## src/rtl/ceyloniac_boot_loader.sv

```systemverilog
// CEYLONIAC boot sequencer: streams a program into RAM, preloads the register file,
// verifies the RAM image by checksum read-back, then releases the core from reset.
module ceyloniac_boot_loader #(
  parameter int RAM_DATA_WIDTH = 32,
  parameter int RAM_ADDR_WIDTH = 16,
  parameter int REG_ADDR_WIDTH = 5,
  parameter int REG_DATA_WIDTH = 32,
  parameter int NUM_INIT_REGS  = 4,
  parameter int LOAD_BASE_ADDR = 1
) (
  input  logic                      clk,
  input  logic                      reset,
  input  logic                      start,
  input  logic [RAM_ADDR_WIDTH-1:0] prog_len,
  input  logic [RAM_DATA_WIDTH-1:0] s_data,
  input  logic                      s_valid,
  output logic                      s_ready,
  output logic                      ram_external_control_enable,
  output logic                      external_ram_enable,
  output logic                      external_ram_write_enable,
  output logic                      external_ram_read_enable,
  output logic [RAM_ADDR_WIDTH-1:0] external_ram_addr,
  output logic [RAM_DATA_WIDTH-1:0] external_ram_write_data,
  input  logic [RAM_DATA_WIDTH-1:0] external_ram_read_data,
  output logic                      reg_external_control_enable,
  output logic                      external_write_enable,
  output logic [REG_ADDR_WIDTH-1:0] external_write_addr,
  output logic [REG_DATA_WIDTH-1:0] external_write_data,
  output logic                      core_reset,
  output logic                      core_run,
  output logic                      busy,
  output logic                      done,
  output logic                      error,
  output logic [RAM_DATA_WIDTH-1:0] checksum
);

  localparam int RCW = REG_ADDR_WIDTH + 1;
  localparam logic [RAM_ADDR_WIDTH-1:0] LP_BASE  = RAM_ADDR_WIDTH'(LOAD_BASE_ADDR);
  localparam logic [RAM_ADDR_WIDTH-1:0] LP_AONE  = RAM_ADDR_WIDTH'(1);
  localparam logic [RCW-1:0]            LP_NREGS = RCW'(NUM_INIT_REGS);
  localparam logic [RCW-1:0]            LP_RONE  = RCW'(1);

  typedef enum logic [2:0] {
    S_IDLE      = 3'd0,
    S_LOAD_RAM  = 3'd1,
    S_LOAD_REGS = 3'd2,
    S_VERIFY    = 3'd3,
    S_RELEASE   = 3'd4,
    S_DONE      = 3'd5,
    S_ERROR     = 3'd6
  } state_t;

  state_t r_state, w_state_nxt;
  logic [RAM_ADDR_WIDTH-1:0] r_len, w_len_nxt, r_cnt, w_cnt_nxt;
  logic [RCW-1:0]            r_rcnt, w_rcnt_nxt;
  logic [RAM_DATA_WIDTH-1:0] r_cksum, w_cksum_nxt, r_vsum, w_vsum_nxt;
  logic                      r_rd_pend;
  logic                      r_s_ready, w_s_ready;
  logic                      r_ram_ctrl, w_ram_ctrl;
  logic                      r_ram_we, w_ram_we, r_ram_re, w_ram_re;
  logic [RAM_ADDR_WIDTH-1:0] r_ram_addr, w_ram_addr;
  logic [RAM_DATA_WIDTH-1:0] r_ram_wdata, w_ram_wdata;
  logic                      r_reg_ctrl, w_reg_ctrl, r_reg_we, w_reg_we;
  logic [REG_ADDR_WIDTH-1:0] r_reg_addr, w_reg_addr;
  logic [REG_DATA_WIDTH-1:0] r_reg_wdata, w_reg_wdata;
  logic                      r_core_reset, w_core_reset, r_core_run, w_core_run;
  logic                      r_busy, w_busy, r_done, w_done, r_error, w_error;
  logic                      w_acc;

  assign w_acc = s_valid & r_s_ready;

  // Next-state, datapath and next-output decode; outputs are registered from the next state
  always_comb begin
    w_state_nxt = r_state;
    w_len_nxt   = r_len;
    w_cnt_nxt   = r_cnt;
    w_rcnt_nxt  = r_rcnt;
    w_cksum_nxt = r_cksum;
    w_vsum_nxt  = r_vsum;
    w_ram_we    = 1'b0;
    w_ram_re    = 1'b0;
    w_ram_addr  = r_ram_addr;
    w_ram_wdata = r_ram_wdata;
    w_reg_we    = 1'b0;
    w_reg_addr  = r_reg_addr;
    w_reg_wdata = r_reg_wdata;
    case (r_state)
      S_IDLE, S_DONE, S_ERROR: begin
        if (start) begin
          w_len_nxt   = prog_len;
          w_cnt_nxt   = '0;
          w_rcnt_nxt  = '0;
          w_cksum_nxt = '0;
          w_vsum_nxt  = '0;
          if (prog_len != '0) begin
            w_state_nxt = S_LOAD_RAM;
          end else if (LP_NREGS != '0) begin
            w_state_nxt = S_LOAD_REGS;
          end else begin
            w_state_nxt = S_RELEASE;
          end
        end else begin
          w_state_nxt = r_state;
        end
      end
      S_LOAD_RAM: begin
        if (w_acc) begin
          w_ram_we    = 1'b1;
          w_ram_addr  = LP_BASE + r_cnt;
          w_ram_wdata = s_data;
          w_cksum_nxt = r_cksum + s_data;
          if (r_cnt == r_len - LP_AONE) begin
            w_cnt_nxt   = '0;
            w_state_nxt = (LP_NREGS != '0) ? S_LOAD_REGS : S_VERIFY;
          end else begin
            w_cnt_nxt = r_cnt + LP_AONE;
          end
        end else begin
          w_cnt_nxt = r_cnt;
        end
      end
      S_LOAD_REGS: begin
        if (w_acc) begin
          w_reg_we    = 1'b1;
          w_reg_addr  = r_rcnt[REG_ADDR_WIDTH-1:0];
          w_reg_wdata = s_data[REG_DATA_WIDTH-1:0];
          if (r_rcnt == LP_NREGS - LP_RONE) begin
            w_rcnt_nxt  = '0;
            w_state_nxt = (r_len == '0) ? S_RELEASE : S_VERIFY;
          end else begin
            w_rcnt_nxt = r_rcnt + LP_RONE;
          end
        end else begin
          w_rcnt_nxt = r_rcnt;
        end
      end
      S_VERIFY: begin
        if (r_cnt != r_len) begin
          w_ram_re   = 1'b1;
          w_ram_addr = LP_BASE + r_cnt;
          w_cnt_nxt  = r_cnt + LP_AONE;
        end else begin
          w_cnt_nxt = r_cnt;
        end
        // Read data lags its strobe by one cycle; the final datum decides the outcome.
        if (r_rd_pend) begin
          w_vsum_nxt = r_vsum + external_ram_read_data;
          if ((r_cnt == r_len) && !r_ram_re) begin
            w_state_nxt = (w_vsum_nxt == r_cksum) ? S_RELEASE : S_ERROR;
          end else begin
            w_state_nxt = S_VERIFY;
          end
        end else begin
          w_vsum_nxt = r_vsum;
        end
      end
      S_RELEASE: w_state_nxt = S_DONE;
      default:   w_state_nxt = S_IDLE;
    endcase

    w_s_ready    = (w_state_nxt == S_LOAD_RAM) || (w_state_nxt == S_LOAD_REGS);
    w_ram_ctrl   = (w_state_nxt == S_LOAD_RAM) || (w_state_nxt == S_VERIFY) || w_ram_we;
    w_reg_ctrl   = (w_state_nxt == S_LOAD_REGS) || w_reg_we;
    w_busy       = (w_state_nxt == S_LOAD_RAM) || (w_state_nxt == S_LOAD_REGS) ||
                   (w_state_nxt == S_VERIFY) || (w_state_nxt == S_RELEASE);
    w_done       = (w_state_nxt == S_DONE);
    w_error      = (w_state_nxt == S_ERROR);
    w_core_run   = w_done;
    w_core_reset = ~w_done;
  end

  // State, datapath and output registers
  always_ff @(posedge clk or negedge reset) begin
    if (!reset) begin
      r_state      <= S_IDLE;
      r_len        <= '0;
      r_cnt        <= '0;
      r_rcnt       <= '0;
      r_cksum      <= '0;
      r_vsum       <= '0;
      r_rd_pend    <= 1'b0;
      r_s_ready    <= 1'b0;
      r_ram_ctrl   <= 1'b0;
      r_ram_we     <= 1'b0;
      r_ram_re     <= 1'b0;
      r_ram_addr   <= '0;
      r_ram_wdata  <= '0;
      r_reg_ctrl   <= 1'b0;
      r_reg_we     <= 1'b0;
      r_reg_addr   <= '0;
      r_reg_wdata  <= '0;
      r_core_reset <= 1'b1;
      r_core_run   <= 1'b0;
      r_busy       <= 1'b0;
      r_done       <= 1'b0;
      r_error      <= 1'b0;
    end else begin
      r_state      <= w_state_nxt;
      r_len        <= w_len_nxt;
      r_cnt        <= w_cnt_nxt;
      r_rcnt       <= w_rcnt_nxt;
      r_cksum      <= w_cksum_nxt;
      r_vsum       <= w_vsum_nxt;
      r_rd_pend    <= r_ram_re;
      r_s_ready    <= w_s_ready;
      r_ram_ctrl   <= w_ram_ctrl;
      r_ram_we     <= w_ram_we;
      r_ram_re     <= w_ram_re;
      r_ram_addr   <= w_ram_addr;
      r_ram_wdata  <= w_ram_wdata;
      r_reg_ctrl   <= w_reg_ctrl;
      r_reg_we     <= w_reg_we;
      r_reg_addr   <= w_reg_addr;
      r_reg_wdata  <= w_reg_wdata;
      r_core_reset <= w_core_reset;
      r_core_run   <= w_core_run;
      r_busy       <= w_busy;
      r_done       <= w_done;
      r_error      <= w_error;
    end
  end

  assign s_ready                     = r_s_ready;
  assign ram_external_control_enable = r_ram_ctrl;
  assign external_ram_enable         = r_ram_ctrl;
  assign external_ram_write_enable   = r_ram_we;
  assign external_ram_read_enable    = r_ram_re;
  assign external_ram_addr           = r_ram_addr;
  assign external_ram_write_data     = r_ram_wdata;
  assign reg_external_control_enable = r_reg_ctrl;
  assign external_write_enable       = r_reg_we;
  assign external_write_addr         = r_reg_addr;
  assign external_write_data         = r_reg_wdata;
  assign core_reset                  = r_core_reset;
  assign core_run                    = r_core_run;
  assign busy                        = r_busy;
  assign done                        = r_done;
  assign error                       = r_error;
  assign checksum                    = r_cksum;

endmodule

```

## config.mk

```make
export PLATFORM = sky130hd
export DESIGN_NAME = ceyloniac_boot_loader
export DESIGN_NICKNAME = d
export VERILOG_FILES = /design/src/rtl/ceyloniac_boot_loader.sv
export SDC_FILE = /design/constraint.sdc
export NUM_CORES = 1
export LEC_CHECK = 0
export CORE_MARGIN = 1.5
export CORE_UTILIZATION = 45
export CTS_BUF_LIST = sky130_fd_sc_hd__clkbuf_8 sky130_fd_sc_hd__clkbuf_16
export CTS_CLUSTER_SIZE = 8
export DETAILED_ROUTE_END_ITERATION = 8
export PLACE_DENSITY_LB_ADDON = 0.3
export SKIP_CTS_REPAIR_TIMING = 1
export SYNTH_ARGS = -nofsm -noshare
export SYNTH_HDL_FRONTEND = slang
export SYNTH_SLANG_ARGS = --single-unit
```

## constraint.sdc

```tcl
create_clock -name clk -period 3.7 [get_ports clk]
set_input_delay 0.555 -clock clk [delete_from_list [all_inputs] [get_ports clk]]
set_output_delay 0.555 -clock clk [all_outputs]
set_load 0.03 [all_outputs]
```

* Word-level counts from Yosys, hierarchy flattened
Index checks and enable logic that the tools add are counted.
Storage, ports and cells: word-level logic and storage cells 107, output and inout port bits 129, input port bits 84, register bits 201
Operators by class: reductions and logical operators 25, eq/ne operators 22, multiplexer cells 32, bitwise gates (word level) 2, $add $sub $neg 5
Operators with widths (number):
- $pmux 32 s2 | 2
- $mux 32 | 3
- $mux 16 | 5
- $add 32x32->32 | 2
- $pmux 16 s3 | 1
- $eq 16x16->1 | 2
- $eq 32x32->1 | 1
- $pmux 16 s2 | 1
- $mux 3 | 8
- $eq 3x3->1 const B | 6
- $mux 6 | 3
- $add 16x1->16 const B | 1
- $logic_not 16->1 | 1
- $ne 16x16->1 | 1
- $reduce_bool 16->1 | 1
- $sub 16x1->16 const B | 1
- $pmux 3 s5 | 1
- $eq 3x2->1 const B | 4
- $pmux 6 s2 | 1
- $reduce_and 3->1 | 4
- $ne 2x2->1 const B | 5
- $reduce_bool 2->1 | 4
- $add 6x1->6 const B | 1
- $eq 3x1->1 const B | 2
- 13 further kinds | 25

* Depth between registers and ports, before layout
Gate-level depths: netlist of the first run.
depth after elaboration 10, gate-level depth with buffers 13, gate-level depth less buffers 13

* Least setup slack after synthesis of the first run
Ideal clock, no wire load.
path kind input to register, start point input port external_ram_read_data[0], end point register r_busy, in the netlist busy, path buffers 0, arrival 4.102 ns, library setup time 0.100 ns, stages 13, path slack -0.502 ns, required time 3.600 ns, cell sequence ha_1 > inv_1 > fa_1 > nor2b_1 > o22a_4 > xnor2_2 > o22ai_1 > or4_1 > or4_1 > or4_1 > or4_1 > or4_1 > a311oi_1
On the way: longest elaborated chain between the ends 10, elaborated cells between the ends (all ways) 13, those cells by class add/sub: 1; eq/ne: 5; mux: 4; reduce/logical: 3
Ends and longest elaborated chain:
- start: declaration | line 24 | input logic [RAM_DATA_WIDTH-1:0] external_ram_read_data,
- $add 32x32->32 * | line 147 | w_vsum_nxt = r_vsum + external_ram_read_data;
- $eq 32x32->1 * | line 149 | w_state_nxt = (w_vsum_nxt == r_cksum) ? S_RELEASE : S_ERROR;
- $mux 2 * | line 149
- $mux 3 * | line 148 | if ((r_cnt == r_len) && !r_ram_re) begin
- $mux 3 * | line 146 | if (r_rd_pend) begin
- $pmux 3 s5 * | line 87 | case (r_state)
- $eq 3x1->1 / $eq 3x2->1 (equally long branches) | line 164 | w_busy = (w_state_nxt == S_LOAD_RAM) || (w_state_nxt == S_LOAD_REGS) ||
- $logic_or 1x1->1 (2 in a row) | line 164
- $logic_or 1x1->1 * | line 165 | (w_state_nxt == S_VERIFY) || (w_state_nxt == S_RELEASE);
- named net w_busy | line 67 | logic r_busy, w_busy, r_done, w_done, r_error, w_error;
- end signal: assignment | line 217 | r_busy <= w_busy;
- end: declaration | line 67
The timed path passes the listed nets; every way through them passes the cells marked *. A chain may end at the register's enable or synchronous reset.

* Final worst setup path of the first run
start point input port external_ram_read_data[11], end point register r_busy, in the netlist busy
Same word-level chain as after synthesis.

==> run metrics, run 1 <==
status finished with violations; failing checks setup timing; Post-Synth Adder-Cell Area 6.50%; initial antenna violation count 0; clock buffer depth 3; period utilization 113%; post-route ant nets 0; cell taking the most area after synthesis dfrtp_1; Port Buffers 212; CTS tree built; vias per cell 5.75; sw frac 43.1%; number of global-route vias before repair 13634; CP Buf/Inv Count 1; top-level I/O count 213; Total GRT Usage 29.3%; post-synthesis xor/xnor area fraction 9.07%; fin. max-slew vios 0; global route overflow 0; VDD IR max 0.420 mV; total wire length 46000 um; max incr delay on CP 510 ps; pre-CTS setup slack -1220 ps; post-synthesis mux area share 3.74%; Clock Pin Slew Worst Setup and Hold Paths 60 ps; final setup fails 3; CP endpoint kind flip-flop; Final min period 4180 ps; FF+latch count, synth 201; WP data arrival 4640 ps; largest family of logic cells by synthesized area simple AND/OR/NAND/NOR gates; DP Wirelength 35000 um; Starting Density 45.8%; Setup WS post-layout -475 ps; worst min-delay path category input port to asynchronous set/reset pin; Final #Nets 2152; Core Area 29700 um^2; Design Area, Final 19000 um^2; setup TNS -1220 ps; share of cells above drive strength 1 20.7%; die area 31300 um^2; Root Driver clkbuf_16; cts bufs inserted 29; highest metal used met4; Fin Clk Skew 17.3 ps; Placed Cells 2356; cell row count 63; first-pass GRT wire length 72400 um; largest net degree at the start of global routing 76; yosys warns 0; H-tree Lvls 1; delay-heaviest family, CP simple AND/OR/NAND/NOR gates; Synth area leaders dfrtp_1, nand2_1, ha_1; CTS sink count 201; maximum fanout along the worst path 2; Final Util 64.1%; chip width 177 um; CP cell instances clkdlybuf4s50_1 > ha_1 > a21oi_1 > o211ai_1 > a21oi_2 > o22ai_1 > or4_1 > or4_1 > or4_1 > or4_1 > or4_4 > a311oi_2; Comb pwr share 60.6%; Post-synth EDFFs 0; Area growth syn-to-layout 39.8%; Non-Filler Instances 2400; Final Wtd Congestion 0.979; PwrDens 784 nW/um^2; DRC 0; filler cell count 2499; Worst-Margin Slew 1080 ps; Worst slew margin 26.0%; Die Y 177 um; Synth Cell Area 13600 um^2; Met1 Wirelength 20000 um; antenna cells 0; Async SR Flop Fraction 100%; DR WL/cell 19.2 um; router iterations before antenna repair 6; Synth cell types 93; Iter 0 DRT Violations 1052; worst path required time 4170 ps; Cell Area, Placed 18100 um^2; CP Class input port to flip-flop; CP max stage cell or4_1; Synth Area in Compound Gates 18.9%; RSZ-0062 raised after global routing yes; sw power 6.43 mW; clock share of power 16.2%; sequential power share 23.3%; Synth Instances 1551; post-synth top area share 36.8%; fmax 240 MHz; met3 wire len 3560 um; endpoints failing hold 0; Leak Pwr 8.85 nW; top_reg_cell synth dfrtp_1; share of the yosys chip area belonging to registers 36.9%; Clock Latency Late Sink 560 ps; CP most frequent cell or4_1; Internal 8.50 mW; metal2 WL 21000 um; syn avg cell area 8.78 um^2; Synth Net Count 1703; CP startpoint kind input port; DR vias 13790; simple-gate share of the synthesized area 21.2%; max cap viols 0
## cell type report
type | instances | area (um^2) | area share (%)
clock buffer | 31 | 753 | 3.96
clock inverter | 10 | 53.8 | 0.283
inverter | 39 | 146 | 0.769
multi-input combinational | 1233 | 8260 | 43.4
sequential | 201 | 5030 | 26.4
tap | 390 | 488 | 2.56
timing repair buffer | 496 | 4300 | 22.6
## power by group through the flow
stage	clock, mW	sequential (mW)	combinational, mW
after floorplan	0	3.99	4.51
after global placement	0	3.45	8.65
after detailed placement	0	3.47	8.81
after CTS	2.45	3.45	8.86
after global routing	2.55	3.53	9.79
final	2.41	3.47	9.04
## worst paths after layout
check / from / end / slack, ps / depth (start not counted)
worst min register to register: external_ram_read_enable / r_rd_pend / 420 / 0
worst max-delay path: external_ram_read_data[11] / busy / -480 / 12
worst max register to register: r_vsum[0] / busy / -470 / 13
min in group clk: external_ram_read_data[0] / r_vsum[0] / 420 / 4
max in group asynchronous: reset / external_ram_addr[15] / 2730 / 2
worst min-delay path: reset / r_len[2] / 1 / 1
## stage by stage
| step | hold slack (ps) | total power, mW |
|---|---|---|
| 2_1_floorplan | 259 | 8.50 |
| 3_3_place_gp | 419 | 12.1 |
| 3_5_place_dp | 418 | 12.3 |
| 4_1_cts | 26.5 | 14.8 |
| 5_1_grt | 52.5 | 15.9 |
| 6_report | 1.11 | 14.9 |
## registers in the layout, indices dropped and copies added (netlist names), 3 cells and up
register	cells
checksum	32
external_ram_addr	16
external_ram_write_data	32
external_write_addr	5
external_write_data	32
r_cnt	16
r_len	16
r_rcnt	6
r_state	3
r_vsum	32
## logic make-up after synthesis
family                   count (synthesis)
AO/OA/AOI/OAI                          389
XOR/XNOR                               128
adder cells (fa/ha/maj)                 70
buffers and inverters                  117
flip-flops                             201
multiplexers                            46
AND/OR/NAND/NOR                        600
## metal layers
metal / global-route usage [%] / up-vias
met5: 0 / -
met2: 47.3 / 498
met3: 6.04 / 99
li1: - / 6495
met4: 9.25 / 0
met1: 39.2 / 6698
## synthesized netlist by cell type, types with 5 or more instances
cell / n
o2111ai_1: 7
a221oi_1: 6
a211oi_1: 12
clkbuf_1: 55
o21ai_0: 109
o31ai_1: 14
or3_1: 9
nand4b_1: 6
nor2b_1: 10
nor2_1: 88
o21a_1: 11
xor2_1: 46
mux2_2: 39
or2_2: 5
buf_2: 14
o211ai_1: 13
nand3_1: 72
xnor2_1: 73
o22ai_1: 10
nand2b_1: 23
and3_1: 16
inv_1: 39
and2_1: 13
nor3_1: 33
nand4_1: 18
dfrtp_1: 200
nor4_1: 10
a31oi_1: 21
nand2_1: 252
a21oi_1: 75
xnor3_1: 5
o21bai_1: 5
o311ai_0: 5
ha_1: 66
o41ai_1: 6
a211o_1: 6
nor3b_1: 9
or4_1: 14
a21o_1: 33
o21ai_1: 6
mux2i_1: 7
## placed cells by master, fill, tap and decap left out, types with 61 or more instances in the layout
cell type,Yosys,final
ha_1,66,61
xnor2_1,73,72
buf_4,3,281
nand2_1,252,251
nor2_1,88,88
o21ai_0,109,108
a21oi_1,75,71
clkdlybuf4s50_1,0,208
dfrtp_1,200,200
nand3_1,72,71
(Power assumes the default switching activity.)
==> inputs of run 2 (changes only) <==
--- a/config.mk
+++ b/config.mk
@@ -8,6 +8,7 @@
 export CORE_MARGIN = 1.5
 export CORE_UTILIZATION = 45
 export CTS_BUF_LIST = sky130_fd_sc_hd__clkbuf_8 sky130_fd_sc_hd__clkbuf_16
+export CTS_CLUSTER_DIAMETER = 100
 export CTS_CLUSTER_SIZE = 8
 export DETAILED_ROUTE_END_ITERATION = 8
 export PLACE_DENSITY_LB_ADDON = 0.3
==> run 2 against run 1 <==
  * The run still ends with setup timing left
  * Sequential cell count stayed put
  * Wire length is 0.25% higher
  * Largest power group unchanged
  * Fmax is 1.1% lower
  * Die area stayed put
  * Largest cell class unchanged
  * Design area hardly changed
  * Sequential share of layout area hardly changed
  * Critical path depth is 1 higher
  * Critical endpoint is now r_state[1]
  * Worst hold slack better by 37 ps
  * Combinational power hardly changed
  * Clock power is 2% lower
  * Non-clock buffer count stayed put
  * Utilization hardly changed
==> run metrics, run 2 (same netlist as run 1, synthesis figures left out) <==
die area 31300 um^2; first-pass GRT wire length 72600 um; Setup WS post-layout -520 ps; CP Class flip-flop to flip-flop; pre-CTS setup slack -1220 ps; final hold slack 38.4 ps; cts bufs inserted 29; Cell Area, Placed 18100 um^2; max cap viols 0; failing checks setup timing; CTS sink count 201; share of cells above drive strength 1 21.0%; Clock Latency Late Sink 550 ps; commonest non-fill, non-tap cell in the layout buf_4; worst path required time 4120 ps; RSZ-0062 raised after global routing yes; CP endpoint kind flip-flop; initial antenna violation count 0; H-tree Lvls 1; cell row count 63; DP Wirelength 35000 um; Iter 0 DRT Violations 920; DRC 0; Core Area 29700 um^2; Worst slew margin 23.2%; top-level I/O count 213; total wire length 46100 um; WP data arrival 4640 ps; Overall Power 14.9 mW; period utilization 114%; Final Util 64.1%; vias per cell 5.72; Placed Cells 2356; VDD IR max 0.454 mV; CP startpoint kind flip-flop; Worst-Margin Slew 1120 ps; Storage cell area 5030 um^2; maximum fanout along the worst path 2; DR WL/cell 19.2 um; fmax 237 MHz; clock buffer depth 3; DR vias 13731; area of the multi-input gates 8300 um^2; Clock Pin Slew Worst Setup and Hold Paths 60 ps; Starting Density 45.8%; Non-Filler Instances 2400; global route overflow 0; Leak Pwr 8.86 nW; Design Area, Final 19000 um^2; post-route ant nets 0; Root Driver clkbuf_16; PwrDens 782 nW/um^2; Port Buffers 212; number of global-route vias before repair 13646; endpoints failing hold 0; Total GRT Usage 29.4%; fin. max-slew vios 0; filler cell count 2496; largest net degree at the start of global routing 76; Fin Clk Skew 28.2 ps; worst min-delay path category input port to asynchronous set/reset pin; final setup fails 3; router iterations before antenna repair 5; status finished with violations; Final Wtd Congestion 0.979; Area growth syn-to-layout 39.9%; antenna cells 0; Final #Nets 2152; setup TNS -1190 ps; commonest cells after routing, fill and taps aside buf_4, nand2_1, clkdlybuf4s50_1; Final min period 4220 ps; chip width 177 um; CTS tree built; Die Y 177 um
[run 2: cell count changes in the layout (fill, tap and decap cells not counted), moves of 2 or more]
cell	before	now
xnor2_2	2	4
inv_1	47	49
clkbuf_8	3	1
o21ai_0	108	106
or4b_2	2	0
o21ai_2	2	5
[run 2: metal layers]
layer / wire, um / share of wire, % / up-vias / GRT usage [%]
met3: 3400 / 7.4 / 92 / 5.33
li1: - / - / 6507 / -
met1: 20300 / 44 / 6621 / 40.1
met2: 21000 / 46 / 511 / 47.0
met5: 0 / 0 / - / 0
met4: 1410 / 3.1 / 0 / 9.53
[run 2: critical path, cell delays in order (launching register included)]
cell	delay (ps)
dfrtp_1	410
ha_4	170
inv_2	40
fa_2	460
xnor2_2	160
a311oi_2	250
o2111ai_1	210
nor4_2	240
nand4_1	130
or4_4	500
or4_1	410
or4_1	420
or4_4	510
a21o_1	200
[run 2: final cells by class]
cell class                 instances  area share [%]
timing repair buffer             496            22.6
multi-input combinational       1233            43.6
inverter                          39           0.768
clock inverter                    12           0.263
sequential                       201            26.4
tap                              390            2.56
clock buffer                      29            3.81
[run 2: path summary, 6_finish.rpt]
path | start | endpoint | slack (ps) | cells past startpoint
max | r_vsum[0] | r_state[1] | -520 | 13
min | reset | r_len[5] | 40 | 1
max reg2reg | r_vsum[0] | r_state[1] | -520 | 13
min reg2reg | external_ram_read_enable | r_rd_pend | 410 | 0
max in group asynchronous | reset | external_ram_addr[10] | 2700 | 2
min in group clk | external_ram_read_enable | r_rd_pend | 410 | 0
[run 2: power breakdown]
group	switching (mW)	internal [mW]
clock	0.973	1.38
sequential	0.696	2.78
combinational	4.78	4.29
total	6.45	8.45
==> inputs of run 3 (changes only) <==
--- a/config.mk
+++ b/config.mk
@@ -5,8 +5,9 @@
 export SDC_FILE = /design/constraint.sdc
 export NUM_CORES = 1
 export LEC_CHECK = 0
+export ABC_AREA = 1
 export CORE_MARGIN = 1.5
-export CORE_UTILIZATION = 45
+export CORE_UTILIZATION = 32
 export CTS_BUF_LIST = sky130_fd_sc_hd__clkbuf_8 sky130_fd_sc_hd__clkbuf_16
 export CTS_CLUSTER_DIAMETER = 100
 export CTS_CLUSTER_SIZE = 8
==> run 3 against run 2 <==
  * Non-clock buffer count shrank 259
  * Die area is 35% higher
  * Sequential power down 23%
  * Synthesized area decreased by 3.9%
  * Clock power is essentially flat
  * The flow now finishes without violations
  * Critical endpoint is now reg_external_control_enable
  * Design area is 12% lower
==> run metrics, run 3 <==
status finished clean; sw power 3.67 mW; post-synthesis xor/xnor area fraction 3.88%; Worst-Margin Slew 939 ps; CTS tree built; share of cells above drive strength 1 6.14%; initial antenna violation count 0; Fin Clk Skew 26.0 ps; endpoints failing hold 0; post-synth top area share 38.2%; cell taking the most area after synthesis dfrtp_1; Internal 5.30 mW; commonest cells after routing, fill and taps aside nand2_1, inv_1, clkdlybuf4s50_1; Synth cell types 52; Port Buffers 212; CP Class input port to flip-flop; fmax 314 MHz; VDD IR max 0.382 mV; CTS sink count 201; antenna cells 0; WP data arrival 3600 ps; DR vias 12554; clock buffer depth 3; RSZ-0062 raised after global routing no; area of the multi-input gates 6960 um^2; Async SR Flop Fraction 100%; maximum fanout along the worst path 4; commonest non-fill, non-tap cell in the layout nand2_1; top_reg_cell synth dfrtp_1; max cap viols 0; Total GRT Usage 20.4%; cts bufs inserted 29; Area growth syn-to-layout 27.5%; share of the yosys chip area belonging to registers 38.4%; final setup fails 0; PwrDens 537 nW/um^2; Worst slew margin 37.4%; router iterations before antenna repair 5; CP startpoint kind input port; yosys warns 0; Root Driver clkbuf_16; number of global-route vias before repair 12603; global route overflow 0; Iter 0 DRT Violations 891; sequential power share 29.8%; Starting Density 32.7%; simple-gate share of the synthesized area 29.3%; first-pass GRT wire length 67500 um; Clock Pin Slew Worst Setup and Hold Paths 60 ps; post-route ant nets 0; DRC 0; DP Wirelength 33500 um; syn avg cell area 7.21 um^2; clock share of power 26.4%; Synth Area in Compound Gates 12.5%; largest family of logic cells by synthesized area simple AND/OR/NAND/NOR gates; post-synthesis mux area share 0.946%; DR WL/cell 16.6 um; H-tree Lvls 1; setup TNS 0 ps; top-level I/O count 213; Final #Nets 2193; fin. max-slew vios 0; total wire length 42800 um; filler cell count 4155; CP most frequent cell nand2_1; Non-Filler Instances 2577; worst min-delay path category input port to asynchronous set/reset pin; count leader, synth nand2_1; final hold slack 90.6 ps; worst path required time 4120 ps; vias per cell 4.87; largest net degree at the start of global routing 104; CP max stage cell clkdlybuf4s50_1; Post-synth EDFFs 0; chip width 205 um; Final min period 3180 ps; Final Wtd Congestion 0.928; die area 42100 um^2; max incr delay on CP 540 ps; CP endpoint kind flip-flop; Synth Cell Area 13100 um^2; synth cell count leaders nand2_1, inv_1, dfrtp_1, o21ai_0, nand3_1; FF+latch count, synth 201; Storage cell area 5030 um^2; Core Area 40000 um^2; CP cell instances clkdlybuf4s50_1 > ha_1 > inv_1 > fa_1 > inv_1 > nand3_1 > nand2_1 > nand2_1 > nand2_1 > nand2_1 > nand2_1 > nand2_1 > nand3b_1 > nand2_1 > nand2_1 > nand2_1 > nor2_1 > nand2_1 > nor2_2 > nand3_2 > nand2_2 > nand2_4 > nand3_1 > nand2_1; Synth area leaders dfrtp_1, nand2_1, inv_1; r2r setup slk 600 ps; period utilization 86.0%; Post-Synth Adder-Cell Area 6.61%; Leak Pwr 8.18 nW; Comb pwr share 43.8%; sw frac 40.9%; Die Y 205 um; Placed Cells 2535; Overall Power 8.97 mW; cell row count 73; Clock Latency Late Sink 560 ps; Synth Instances 1816; Synth Net Count 1968
run 3: changes by cell type in the layout (fill, tap and decap cells not counted), moves of 23 or more:
cell,previous run,this run
a21o_1,33,4
nand2_1,251,506
xnor2_1,71,22
inv_1,49,249
mux2_2,39,10
o21ai_0,106,176
buf_4,280,23
nor2_1,88,135
nand3_1,70,144
nand2b_1,23,0
run 3: kinds of logic (layout without fill, tap and decap cells):
kind of cell    Yosys count  in the layout
mux                      11             11
simple gates            887            887
flops                   201            201
fa+ha+maj                68             68
compound gates          306            306
xor+xnor                 54             54
buf+inv                 289            525
run 3: critical path: cells and delay by family:
| kind | cells | cell delay, ps |
|---|---|---|
| adder cells (fa/ha/maj) | 2 | 620 |
| buffers and inverters | 3 | 700 |
| AND/OR/NAND/NOR | 19 | 1730 |
run 3: power by group through the flow:
stage | Combinational (mW) | Sequential (mW) | Clock (mW)
after floorplan | 2.72 | 2.70 | 0
after global placement | 3.86 | 2.70 | 0
after detailed placement | 3.89 | 2.71 | 0
after CTS | 3.92 | 2.68 | 2.44
after global routing | 4.47 | 2.71 | 2.52
final | 3.93 | 2.68 | 2.36
run 3: routing by layer:
metal  part of all wire, %  up-vias  track usage, %  routed length (um)
met3                   5.5       78            3.48                2370
met2                    49      322            36.4               21100
met1                    42     5828            25.1               18100
li1                      -     6326               -                   -
met4                   3.0        0            6.23                1280
met5                     0        -               0                   0
run 3: final cells by class:
cell class / count / share of cell area, %
well taps: 525 / 3.94
flip-flops and latches: 201 / 30.1
inverters: 246 / 5.54
multi-input cells: 1326 / 41.7
clock inverters: 13 / 0.322
clock buffers: 29 / 4.35
repair buffers: 237 / 14.0
run 3: path summary, 6_finish.rpt:
| kind | startpoint | cells after the start | end |
|---|---|---|---|
| max | external_ram_read_data[0] | 24 | reg_external_control_enable |
| min | reset | 1 | r_vsum[19] |
| max reg2reg | r_vsum[19] | 16 | reg_external_control_enable |
| min reg2reg | external_ram_read_enable | 0 | r_rd_pend |
| max in group asynchronous | reset | 2 | external_ram_addr[15] |
| min in group clk | external_ram_read_enable | 0 | r_rd_pend |
run 3: metrics by stage:
stage	util [%]	setup slack [ps]	area, um^2
global placement	39.8	67.7	15900
CTS	41.7	567	16700
finish	41.7	519	16700
detailed placement	39.8	-4.22	15900
global route	41.7	221	16700
floorplan	-	961	13100
